===== config.mk =====
export PLATFORM = sky130hd
export DESIGN_NAME = prescaler_flat
export DESIGN_NICKNAME = d
export VERILOG_FILES = /design/src/rtl/prescaler_if.sv /design/src/rtl/prescaler.sv /design/src/flat_wrapper.sv
export SDC_FILE = /design/constraint.sdc
export NUM_CORES = 1
export LEC_CHECK = 0
export ABC_AREA = 1
export CAP_MARGIN = 15
export CORE_MARGIN = 3
export CORE_UTILIZATION = 45
export CTS_BUF_LIST = sky130_fd_sc_hd__clkbuf_8
export DETAILED_ROUTE_END_ITERATION = 12
export PLACE_DENSITY = 0.69
export SLEW_MARGIN = 20
export SYNTH_ARGS = -nofsm -noshare
export SYNTH_HDL_FRONTEND = slang
export SYNTH_SLANG_ARGS = --single-unit

===== constraint.sdc =====
create_clock -name clk_i -period 3.7 [get_ports clk_i]
set_input_delay 0.555 -clock clk_i [delete_from_list [all_inputs] [get_ports clk_i]]
set_output_delay 0.555 -clock clk_i [all_outputs]
set_load 0.05 [all_outputs]

===== src/rtl/prescaler_if.sv =====
// Speed-select / tick bundle between the user speed inputs and the prescaler.
// The tick is a one-cycle strobe with no back-pressure: the consumer must act on it in that cycle.
interface prescaler_if;
   logic [3:0] speed_i;
   logic       tick_o;

   modport master (
      output speed_i,
      input  tick_o
   );

   modport slave (
      input  speed_i,
      output tick_o
   );
endinterface


===== src/rtl/prescaler.sv =====
// Divides clk_i into a periodic one-cycle tick; the period in cycles is chosen by a 4-bit speed code.
// Rates are 0.5/1/2/4/8 Hz relative to CLK_HZ. Reset is synchronous and active-high.
module prescaler #(
   parameter int CLK_HZ = 50_000_000,
   parameter int CNT_W  = 27
) (
   input  logic        clk_i,
   input  logic        rst_i,
   prescaler_if.slave  bus
);

   // Limits are widened before scaling so 2*CLK_HZ cannot overflow a 32-bit int.
   localparam longint     CLK_L     = longint'(CLK_HZ);
   localparam logic [CNT_W-1:0] LIM_0P5 = CNT_W'(CLK_L * 2);
   localparam logic [CNT_W-1:0] LIM_1   = CNT_W'(CLK_L);
   localparam logic [CNT_W-1:0] LIM_2   = CNT_W'(CLK_L / 2);
   localparam logic [CNT_W-1:0] LIM_4   = CNT_W'(CLK_L / 4);
   localparam logic [CNT_W-1:0] LIM_8   = CNT_W'(CLK_L / 8);

   logic [CNT_W-1:0] limit;
   logic [CNT_W-1:0] limit_m1;
   logic [CNT_W-1:0] cnt;
   logic             tick_q;
   logic             wrap;

   always_comb begin
      limit = LIM_8;
      unique case (bus.speed_i)
         4'b0001: limit = LIM_0P5;
         4'b0011: limit = LIM_1;
         4'b0111: limit = LIM_2;
         4'b1111: limit = LIM_4;
         default: limit = LIM_8;
      endcase
   end

   // Using >= rather than == lets a drop to a shorter period wrap immediately.
   assign limit_m1 = limit - CNT_W'(1);
   assign wrap     = (cnt >= limit_m1);

   always_ff @(posedge clk_i) begin
      if (rst_i) begin
         cnt    <= '0;
         tick_q <= 1'b0;
      end else if (wrap) begin
         cnt    <= '0;
         tick_q <= 1'b1;
      end else begin
         cnt    <= cnt + CNT_W'(1);
         tick_q <= 1'b0;
      end
   end

   assign bus.tick_o = tick_q;

endmodule


===== src/flat_wrapper.sv =====
// flat-port wrapper written by rule: the top's interface ports become plain ports
module prescaler_flat 
#(
   parameter int CLK_HZ = 50_000_000,
   parameter int CNT_W  = 27
)
  (clk_i, rst_i, bus_speed_i, bus_tick_o);
  prescaler_if bus_i ();
  input  logic clk_i;
  input  logic rst_i;
  input wire logic [$bits(bus_i.speed_i)-1:0] bus_speed_i;
  output wire logic [$bits(bus_i.tick_o)-1:0] bus_tick_o;
  assign bus_i.speed_i = bus_speed_i;
  assign bus_tick_o = bus_i.tick_o;
  prescaler #(.CLK_HZ(CLK_HZ), .CNT_W(CNT_W)) u_core (.clk_i(clk_i), .rst_i(rst_i), .bus(bus_i));
endmodule

# Word-level counts from Yosys, hierarchy flattened
# Index checks and enable logic that the tools add are counted.
# totals
output_inout_bits	1
ff_bits	28
inputBits	6
# classes
reduce_logical	1
magnitude_cmp	1
eq_ne	4
addsub	2
mux	2
# ops
cell	n
one-hot mux 27 bit (4 select lines)	1
adder 27 x 1 -> 27 bit, second input constant	1
greater-or-equal comparator 27 bit	1
subtractor 27 x 1 -> 27 bit, second input constant	1
== test 4 x 1 -> 1 bit, second input constant	1
== test 4 x 2 -> 1 bit, second input constant	1
== test 4 x 3 -> 1 bit, second input constant	1
== test 4 bit, second input constant	1
OR reduction 2 bit	1
two-way mux 1 bit	1

# Depth between registers and ports, before layout
# depth
word_depth	5
mapped_depth	22
depth_no_buf	22

# Least setup slack after synthesis
# No wires, ideal clock.
# synth_path
kind	input to register
startpoint	in bus_speed_i[3]
endpoint	reg u_core.cnt[11]
required_time_ns	3.636
arrival_time_ns	2.411
slack_ns	1.225
cell_stages	21
path_buffers	1
setup_time_ns	0.064
cell_sequence	nor2_4 > nand3_2 > nand2_2 > inv_2 > nand2_4 > inv_2 > nor2_2 > nand2_1 > inv_2 > nor2_1 > ha_1 > nand2_1 > inv_1 > nand2_1 > nor2_1 > nand2_1 > nor2_1 > nor2_2 > nand4_4 > buf_6 > nor2_1
# synth_via
elab_chain_len	5
word_cells_on_any_way	8
cone_classes	add/sub: 1; order compare: 1; eq/ne: 4; mux: 1; reduce/logical: 1
# synth_rtl
element	line	rtl
start, declared	flat_wrapper.sv:11	input wire logic [$bits(bus_i.speed_i)-1:0] bus_speed_i;
== test 4 bit, or another cell as far along	prescaler.sv:28	unique case (bus.speed_i)
one-hot mux 27 bit (4 select lines) (*)	prescaler.sv:28	
subtractor 27 x 1 -> 27 bit (*)	prescaler.sv:38	assign limit_m1 = limit - CNT_W'(1);
greater-or-equal comparator 27 bit (*)	prescaler.sv:39	assign wrap = (cnt >= limit_m1);
OR reduction 2 bit (no line) (*)	-	
end signal, assigned	prescaler.sv:49	cnt <= cnt + CNT_W'(1);
end, declared	prescaler.sv:22	logic [CNT_W-1:0] cnt;
# Every way passes the cells marked *; elsewhere a longest branch is shown, timed or not.
# A chain may end at the register's enable or synchronous reset.

# Final worst setup path
# layout_path
startpoint	in bus_speed_i[0]
endpoint	reg u_core.cnt[12]
# The elaborated chain is that of the path after synthesis.

==> metrics.txt <==
CP peak stage delay=510 ps; Pwr per Cell Area=251 nW/um^2; # H-tree levels=1; crit end category=register; final WL=4700 microns; largest net degree at the start of global routing=28; Root Driver=clkbuf_8; Peak Freq=320 MHz; IO Count=7; fin crit period=3120 ps; crit-path max FO=27; initial antenna violation count=0; layout cell share with drive strength beyond 1=8.43%; Die H=76.3 microns; Crit path depth=22; cts hold-fix bufs=0; Critical Path RT=3900 ps; Netlist Area Pre-Place=2220 sq um; Row Count=24; worst clock skew=8.60 ps; CP dominant cell by count=nand2_1; most numerous cell in the Yosys netlist=nand2_1; first-pass GRT wire length=8420 microns; RSZ-0062 raised after global routing=false; DR WL/cell=11.5 microns; # Max-Cap Violations=0; Post-synth top cells=nand2_1, nor2_1, inv_1; Register Area=561 sq um; TritonCTS Buffers=3; Arr. time, crit path=3330 ps; Yosys reg bits=28; Vias per Instance=4.66; post-synthesis cell count=336; worst path cell trace=clkdlybuf4s50_1 -> nand2_1 -> inv_1 -> nand2_2 -> nand2_2 -> inv_2 -> nand2_4 -> inv_2 -> nor2_2 -> nand2_1 -> inv_2 -> nor2_1 -> ha_1 -> nand2_1 -> inv_1 -> nand2_1 -> nor2_1 -> nand2_1 -> nor2_1 -> nor2_2 -> nand4_4 -> nor2_1; largest area contributor in the netlist=dfxtp_1; largest cells by area after synthesis=dfxtp_1, nand2_1, ha_1; post-place setup slack=235 ps; status=finished clean; Setup-failing EPs final=0; R2R depth=10; hold path depth=1; ANT cells=0; Die Width=76.3 microns; CTS max path bufs=2; GRT Util Overall=17.6%; GRT overflow=0; CP bufs+invs=6; clk slew on worst S/H paths=90 ps; input/output buffers=6; Slew HR=66.6%; CTS tree=yes; area delta synth->final=8.56%; clock sink count=28; vias after detailed routing=1907; Fin. Hold Viols=0; Final Util=52.8%; Post-CTS Resized=0; Slew @ Worst Pin=499 ps; Tcrit/Tclk final=84.4%; Worst Setup Start Kind=primary input; EDFF count, synth=0; number of DRC markers in iteration 0=129; WS Path Type=primary input to register; Slowest cell on crit path=clkdlybuf4s50_1; vias in the first global route=1835; die area=5810 sq um; Pleak=1.11 nW; syn avg cell area=6.61 sq um; gpl congestion=0.931; CP top delay family=simple AND/OR/NAND/NOR gates; setup tns final=0 ps; synth warn=0; fillers=478; multi-input logic area=1420 sq um; sequential area share after synthesis=25.2%; Antenna Nets Post-Route=0; nets@finish=375; total iterations of the first detailed-routing run=4; worst setup margin=577 ps; Async SR Flop Fraction=0%; Mapped Nets=366; dpl hpwl=3870 microns; ys flop type=dfxtp_1; Hold Path Class=register to register; worst ir drop on vdd=0.290 mV; starting density of the core=48.7%; Worst-Skew Late Latency=280 ps; overall power=0.604 mW; # Post-CTS Setup Buffers=0; DR DRC count=0; post-synth top area share=25.2%; Core Box Area=4560 sq um; Pins Over Slew Limit=0; Distinct cells, synth=22
==> through the flow <==
stage	instance area (sq um)	hold WS (ps)	instances
2_1_floorplan	2220	417	336
3_3_place_gp	2340	433	405
3_5_place_dp	2340	435	405
4_1_cts	2410	455	409
5_1_grt	2410	482	409
6_report	2410	453	409
==> placed cells by master, fill, tap and decap left out, drive strengths merged <==
master         count
nand4              5
nand3             15
ha                24
nor3               3
clkdlybuf4s50      6
nand2             95
a21oi              6
nor2              73
conb               2
bufinv             1
dfxtp             28
xor2               8
inv               57
clkbuf             3
nand3b             3
a21o               2
xnor2             13
==> per-layer routing <==
| layer | part of all wire (%) | global-route usage, % |
|---|---|---|
| met1 | 48 | 23.2 |
| met3 | 3.9 | 2.96 |
| met4 | 1.5 | 5.25 |
| met5 | 0 | 0 |
| met2 | 46 | 29.3 |
==> where the power goes <==
| group | switching, mW | internal, mW |
|---|---|---|
| sequential | 0.00234 | 0.304 |
| clock | 0.0994 | 0.145 |
| combinational | 0.0327 | 0.0206 |
==> area by class of cell <==
cell class / count / area share, %
multi-input cells: 249 / 59.1
flip-flops and latches: 28 / 23.2
inverters: 57 / 8.87
well taps: 65 / 3.37
repair buffers: 6 / 2.49
clock buffers: 3 / 1.71
clock inverters: 1 / 1.25
==> state kept, by name, indices dropped and copies added, names as in the netlist <==
signal             cells
u_core.cnt            27
u_core.bus.tick_o      1
==> path summary, 6_finish.rpt <==
kind,startpoint,endpoint,slack (ps)
worst max-delay path,bus_speed_i[0],u_core.cnt[12],580
worst min-delay path,u_core.cnt[0],u_core.cnt[0],450
worst max register to register,u_core.cnt[18],u_core.cnt[12],1800
worst min register to register,u_core.cnt[0],u_core.cnt[0],450
==> kinds of logic (layout without fill, tap and decap cells) <==
family                     count (synthesis)  after routing  share of synthesized area, %
AOI/OAI and AO/OA                          8              8                          2.03
xor gates and xnor gates                  21             21                          8.28
adders and majority gates                 24             24                          13.5
buffers and inverters                     59             67                          10.6
DFF                                       28             28                          25.2
other                                      2              2                         0.338
and+or+nand+nor                          194            194                          39.9
(Power assumes the default switching activity.)
